$ cat config.mk
export PLATFORM = sky130hd
export DESIGN_NAME = rr_dff_arbiter
export DESIGN_NICKNAME = d
export VERILOG_FILES = /design/src/rtl/rr_dff_arb_pkg.sv /design/src/rtl/rr_dff_arbiter_pick.sv /design/src/rtl/rr_dff_arbiter.sv
export SDC_FILE = /design/constraint.sdc
export NUM_CORES = 1
export LEC_CHECK = 0
export ABC_AREA = 1
export ABC_CLOCK_PERIOD_IN_PS = 4100
export BUFFER_PORTS_ARGS = -buffer_cell sky130_fd_sc_hd__buf_2
export CORE_ASPECT_RATIO = 0.9
export CORE_MARGIN = 2
export CORE_UTILIZATION = 40
export CTS_BUF_LIST = sky130_fd_sc_hd__clkbuf_16
export CTS_CLUSTER_DIAMETER = 50
export DETAILED_ROUTE_END_ITERATION = 7
export PLACE_DENSITY = 0.66
export SLEW_MARGIN = 20
export SYNTH_ARGS = -nofsm -noshare
export SYNTH_HDL_FRONTEND = slang
export SYNTH_SLANG_ARGS = --single-unit
$ cat constraint.sdc
create_clock -name clk -period 4.1 [get_ports clk]
set_input_delay 0.41 -clock clk [delete_from_list [all_inputs] [get_ports clk]]
set_output_delay 0.41 -clock clk [all_outputs]
set_load 0.05 [all_outputs]
$ cat src/rtl/rr_dff_arb_pkg.sv
// Shared types and constants for the round-robin shared-register arbiter.
// Holds the FSM state type, default parameters and the index-width helper.
package rr_dff_arb_pkg;

  localparam int N_REQ_DEFAULT = 4;
  localparam int DW_DEFAULT    = 8;

  typedef enum logic [1:0] {IDLE, GNT, ACK} state_t;

  // Width of a requester index; never below one bit so ports stay legal.
  function automatic int idx_width(input int n);
    return (n < 2) ? 1 : $clog2(n);
  endfunction

endpackage

$ cat src/rtl/rr_dff_arbiter_pick.sv
// Combinational rotate-priority selector: returns the first set request bit
// found when searching upward from start, wrapping modulo N_REQ.
module rr_pick
  import rr_dff_arb_pkg::*;
#(
  parameter  int N_REQ = N_REQ_DEFAULT,
  localparam int IW    = idx_width(N_REQ)
) (
  input  logic [N_REQ-1:0] req,
  input  logic [IW-1:0]    start,
  output logic [IW-1:0]    sel,
  output logic             found
);

  logic [IW-1:0] idx;

  // NOTE: every variable written here gets a default first so no latch is inferred.
  always_comb begin
    sel   = '0;
    found = 1'b0;
    idx   = '0;
    // Walk offsets from farthest to nearest so the nearest hit is written last.
    for (int k = N_REQ - 1; k >= 0; k--) begin
      idx = IW'((int'(start) + k) % N_REQ);
      if (req[idx]) begin
        sel   = idx;
        found = 1'b1;
      end
    end
  end

endmodule

$ cat src/rtl/rr_dff_arbiter.sv
// Round-robin arbiter that sequences writes into one shared DW-bit register.
// Optional macro RR_DFF_ARB_LOCK_EN adds a lock input for back-to-back writes.
module rr_dff_arbiter
  import rr_dff_arb_pkg::*;
#(
  parameter  int N_REQ = N_REQ_DEFAULT,
  parameter  int DW    = DW_DEFAULT,
  localparam int IW    = idx_width(N_REQ)
) (
  input  logic                clk,
  input  logic                rst,
  input  logic [N_REQ-1:0]    req,
`ifdef RR_DFF_ARB_LOCK_EN
  input  logic [N_REQ-1:0]    lock,
`endif
  input  logic [N_REQ*DW-1:0] wdata,
  output logic [N_REQ-1:0]    gnt,
  output logic [N_REQ-1:0]    ack,
  output logic [DW-1:0]       q,
  output logic [IW-1:0]       owner,
  output logic                busy
);

  localparam logic [N_REQ-1:0] ONE    = N_REQ'(1);
  localparam logic [IW-1:0]    IDX_LAST = IW'(N_REQ - 1);

  state_t           state_q, state_d;
  logic [N_REQ-1:0] gnt_d, ack_d;
  logic [DW-1:0]    q_d;
  logic [IW-1:0]    owner_d;

  logic [IW-1:0]    start;
  logic [IW-1:0]    pick_sel;
  logic             pick_found;
  logic [DW-1:0]    owner_word;
  logic             hold;

  // Search begins just past the last winner so every requester gets a turn.
  assign start      = (owner == IDX_LAST) ? '0 : owner + IW'(1);
  assign owner_word = wdata[owner*DW +: DW];

`ifdef RR_DFF_ARB_LOCK_EN
  assign hold = lock[owner] & req[owner];
`else
  assign hold = 1'b0;
`endif

  rr_pick #(.N_REQ(N_REQ)) u_pick (
    .req   (req),
    .start (start),
    .sel   (pick_sel),
    .found (pick_found)
  );

  always_comb begin
    state_d = state_q;
    gnt_d   = gnt;
    ack_d   = '0;
    q_d     = q;
    owner_d = owner;
    unique case (state_q)
      IDLE: begin
        if (pick_found) begin
          gnt_d   = ONE << pick_sel;
          owner_d = pick_sel;
          state_d = GNT;
        end
      end
      GNT: begin
        if (req[owner]) begin
          q_d     = owner_word;
          ack_d   = ONE << owner;
          state_d = ACK;
        end else begin
          // Abort: owner is kept so the next search still starts past it.
          gnt_d   = '0;
          state_d = IDLE;
        end
      end
      ACK: begin
        if (hold) begin
          state_d = GNT;
        end else begin
          gnt_d   = '0;
          state_d = IDLE;
        end
      end
      default: begin
        gnt_d   = '0;
        state_d = IDLE;
      end
    endcase
  end

  // NOTE: sequential state uses non-blocking assignments so all registers update together.
  always_ff @(posedge clk or posedge rst) begin
    if (rst) begin
      state_q <= IDLE;
      gnt     <= '0;
      ack     <= '0;
      q       <= '0;
      owner   <= IDX_LAST;
      busy    <= 1'b0;
    end else begin
      state_q <= state_d;
      gnt     <= gnt_d;
      ack     <= ack_d;
      q       <= q_d;
      owner   <= owner_d;
      busy    <= (state_d != IDLE);
    end
  end

endmodule

==> results.yml <==
cells_and_area:
  layout-drive-gt1-share: 0.359
  multi_input_area_um2: 741
  fin_nets: 291
  regArea_um2: 528
  areaGrowthSynthToFinish_pct: 27.3
  fillerInstances: 350
  antenna_cells: 0
  fin_cells: 292
  fin_util: 0.527
synthesis:
  syn_inst: 194
  netlist_area_um2: 1380
  synth_top_cell_by_area: "dfrtp_1"
  synthTopCellsByArea: "dfrtp_1 (35%), nand2_1 (15%), nand2_2 (6.8%)"
  yosys-top-cells-count: "nand2_1 (56), nor2_1 (25), dfrtp_1 (19), o21ai_0 (18), nand2_2 (15)"
  yosysMostFrequentCell: "nand2_1"
  synth-seq-cells: 21
  yosysTopAreaCellShare: 0.345
  synth_edf_count: 0
  synth_warnings: 0
  ys_dominant_reg_cell: "dfrtp_1"
  yosysUniqueCellTypes: 25
  syn-mean-instance-area_um2: 7.10
  synthArstFlopShare: 1.00
  syn_nets: 236
  ys_seq_area_frac: 0.383
timing:
  max_freq_ghz: 0.407
  rsz0062_at_grt: "no"
  tightest_slew_ns: 0.796
  period_share: 0.599
  slew_violations: 0
  setup_ws_ns: 1.64
  clock_skew_ns: 0.00237
  finalSetupTns_ns: 0
  setup_viol: 0
  final-hold-violation-count: 0
  period_needed_ns: 2.46
  slew_headroom: 0.469
run_status:
  outcome: "completed"
placement:
  io_buffers: 56
  dp_cells: 288
  dp_slack_ns: 1.64
  dp_hpwl_um: 2500
  gp_congestion: 0.877
power_and_ir_drop:
  clock_power_share: 0.113
  power_frac_seq: 0.218
  internal_power_uw: 776
  total_power_mw: 1.74
  p_sw_uw: 966
  ir_drop_mv: 0.380
  power.density_nw_per_um2: 993
  pwr-share-comb: 0.669
  p_leak_nw: 1.01
  switching_share: 0.555
detailed_routing:
  drc: 0
  drtAntennaViolNets: 0
  drtPass1Iterations: 4
  first_iter_violations: 60
  routed_via_density: 4.69
  wl_um: 3180
  wire_per_inst_um: 10.9
  via_count: 1369
clock_tree:
  cts_buffers: 3
  clock-root-buffer: "clkbuf_16"
  ctsHoldBuffers: 0
  cts_buffer_depth: 2
  cts_tree: "yes"
  post_cts_resize_count: 0
  htree_levels: 1
  post_cts_buffers: 0
  clock_sinks: 21
  clkSlewWorstSetupHoldPaths_ns: 0.05
  clk_latency_ns: 0.25
floorplanning:
  io_pins: 57
  start_util: 0.414
  fp.dieArea_um2: 3930
  die_x_um: 65.9
  core-area_um2: 3330
  rows: 20
  fp.dieH_um: 59.7
critical_path:
  endpoint_kind: "flip-flop"
  reg2reg_slack_ns: 1.64
  required_ns: 4.24
  reg2reg_to: "gnt[0]"
  r2r_cells: 13
  crit_type: "flip-flop to flip-flop"
  crit_chain: "inv_2, ha_1, inv_1, nand2_1, nand2_1, nand2_2, nand2_4, nor2_4, nand2_2, nand2_2, inv_2, nand4_1, nand2_1"
  cp_num_buf_inv: 3
  reg2reg_from: "owner[0]"
  cp-start-kind: "flip-flop"
  crit_fanout: 24
  cp.arrival_ns: 2.60
  crit_slowest_cell: "dfstp_2"
  path_delay_family: "flip-flops"
  max_stage_delay_ns: 0.79
grt:
  grt_pass1_wl_um: 5400
  gr-usage-all-layers: 0.178
  grt_max_degree: 25
  grt_overflow: 0
  grt_pass1_vias: 1254
  antenna_found_initial: 0
min_path:
  hold_class: "input port to async pin"
run:
  maxCapViolations: 0
-- power by group through the flow --
stage          Combinational (mW)  Clock, mW  Sequential [mW]
2_1_floorplan               0.755          0            0.592
3_3_place_gp                 1.17          0            0.382
3_5_place_dp                 1.18          0            0.382
4_1_cts                      1.18      0.203            0.382
5_1_grt                      1.31      0.211            0.395
6_report                     1.17      0.196            0.379
-- cells by family after synthesis --
group,Yosys count,share of synthesized area
AND/OR/NAND/NOR,113,0.376
AO/OA/AOI/OAI,31,0.125
buffers and inverters,25,0.0790
flip-flops,21,0.383
adder cells (fa/ha/maj),4,0.0363
-- final cells by class --
| type | count | share of cell area |
|---|---|---|
| Multi-Input combinational cell | 148 | 0.422 |
| Clock buffer | 3 | 0.0428 |
| Sequential cell | 21 | 0.301 |
| Tap cell | 44 | 0.0314 |
| Clock inverter | 1 | 0.00214 |
| Inverter | 19 | 0.0407 |
| Timing Repair Buffer | 56 | 0.160 |
-- routing by layer --
layer  wire length [um]  up-vias  global-route usage
met3                219        2              0.0282
met4                 22        0              0.0446
met2               1370       54               0.284
met5                  0        -                   0
met1               1560      593               0.255
li1                   -      720                   -
-- state kept, by name, summed over array words and instances, names as in the netlist --
name     count
owner        2
gnt          4
q            8
ack          4
state_q      2
busy         1
-- worst max-delay path by stage --
stage	start	to	slack [ns]	cells past startpoint
6_report	owner[0]	gnt[0]	1.64	13
5_1_grt	owner[0]	gnt[0]	1.38	13
4_1_cts	owner[0]	owner[0]	1.62	13
3_5_place_dp	owner[0]	gnt[1]	1.64	13
3_3_place_gp	owner[0]	gnt[2]	1.70	13
2_1_floorplan	owner[0]	gnt[0]	1.70	15
-- layout by cell type, fill, tap and decap left out, drive strengths merged --
master,synthesis,routed
and2,2,2
clkinv,1,1
dfstp,2,2
o22ai,8,8
o21ai,21,21
nand3,7,7
ha,4,4
clkbuf,1,3
nor2,29,29
a21oi,2,2
buf,5,56
dfrtp,19,19
inv,18,19
nand2,73,73
nand4,2,2
-- stage by stage --
step                hold WS (ns)  area (um2)
floorplan                  0.385        1380
CTS                        0.338        1750
global placement           0.460        1680
detailed placement         0.461        1680
global route               0.379        1750
finish                     0.308        1750
No activity file was read; power rests on OpenSTA's default activity.
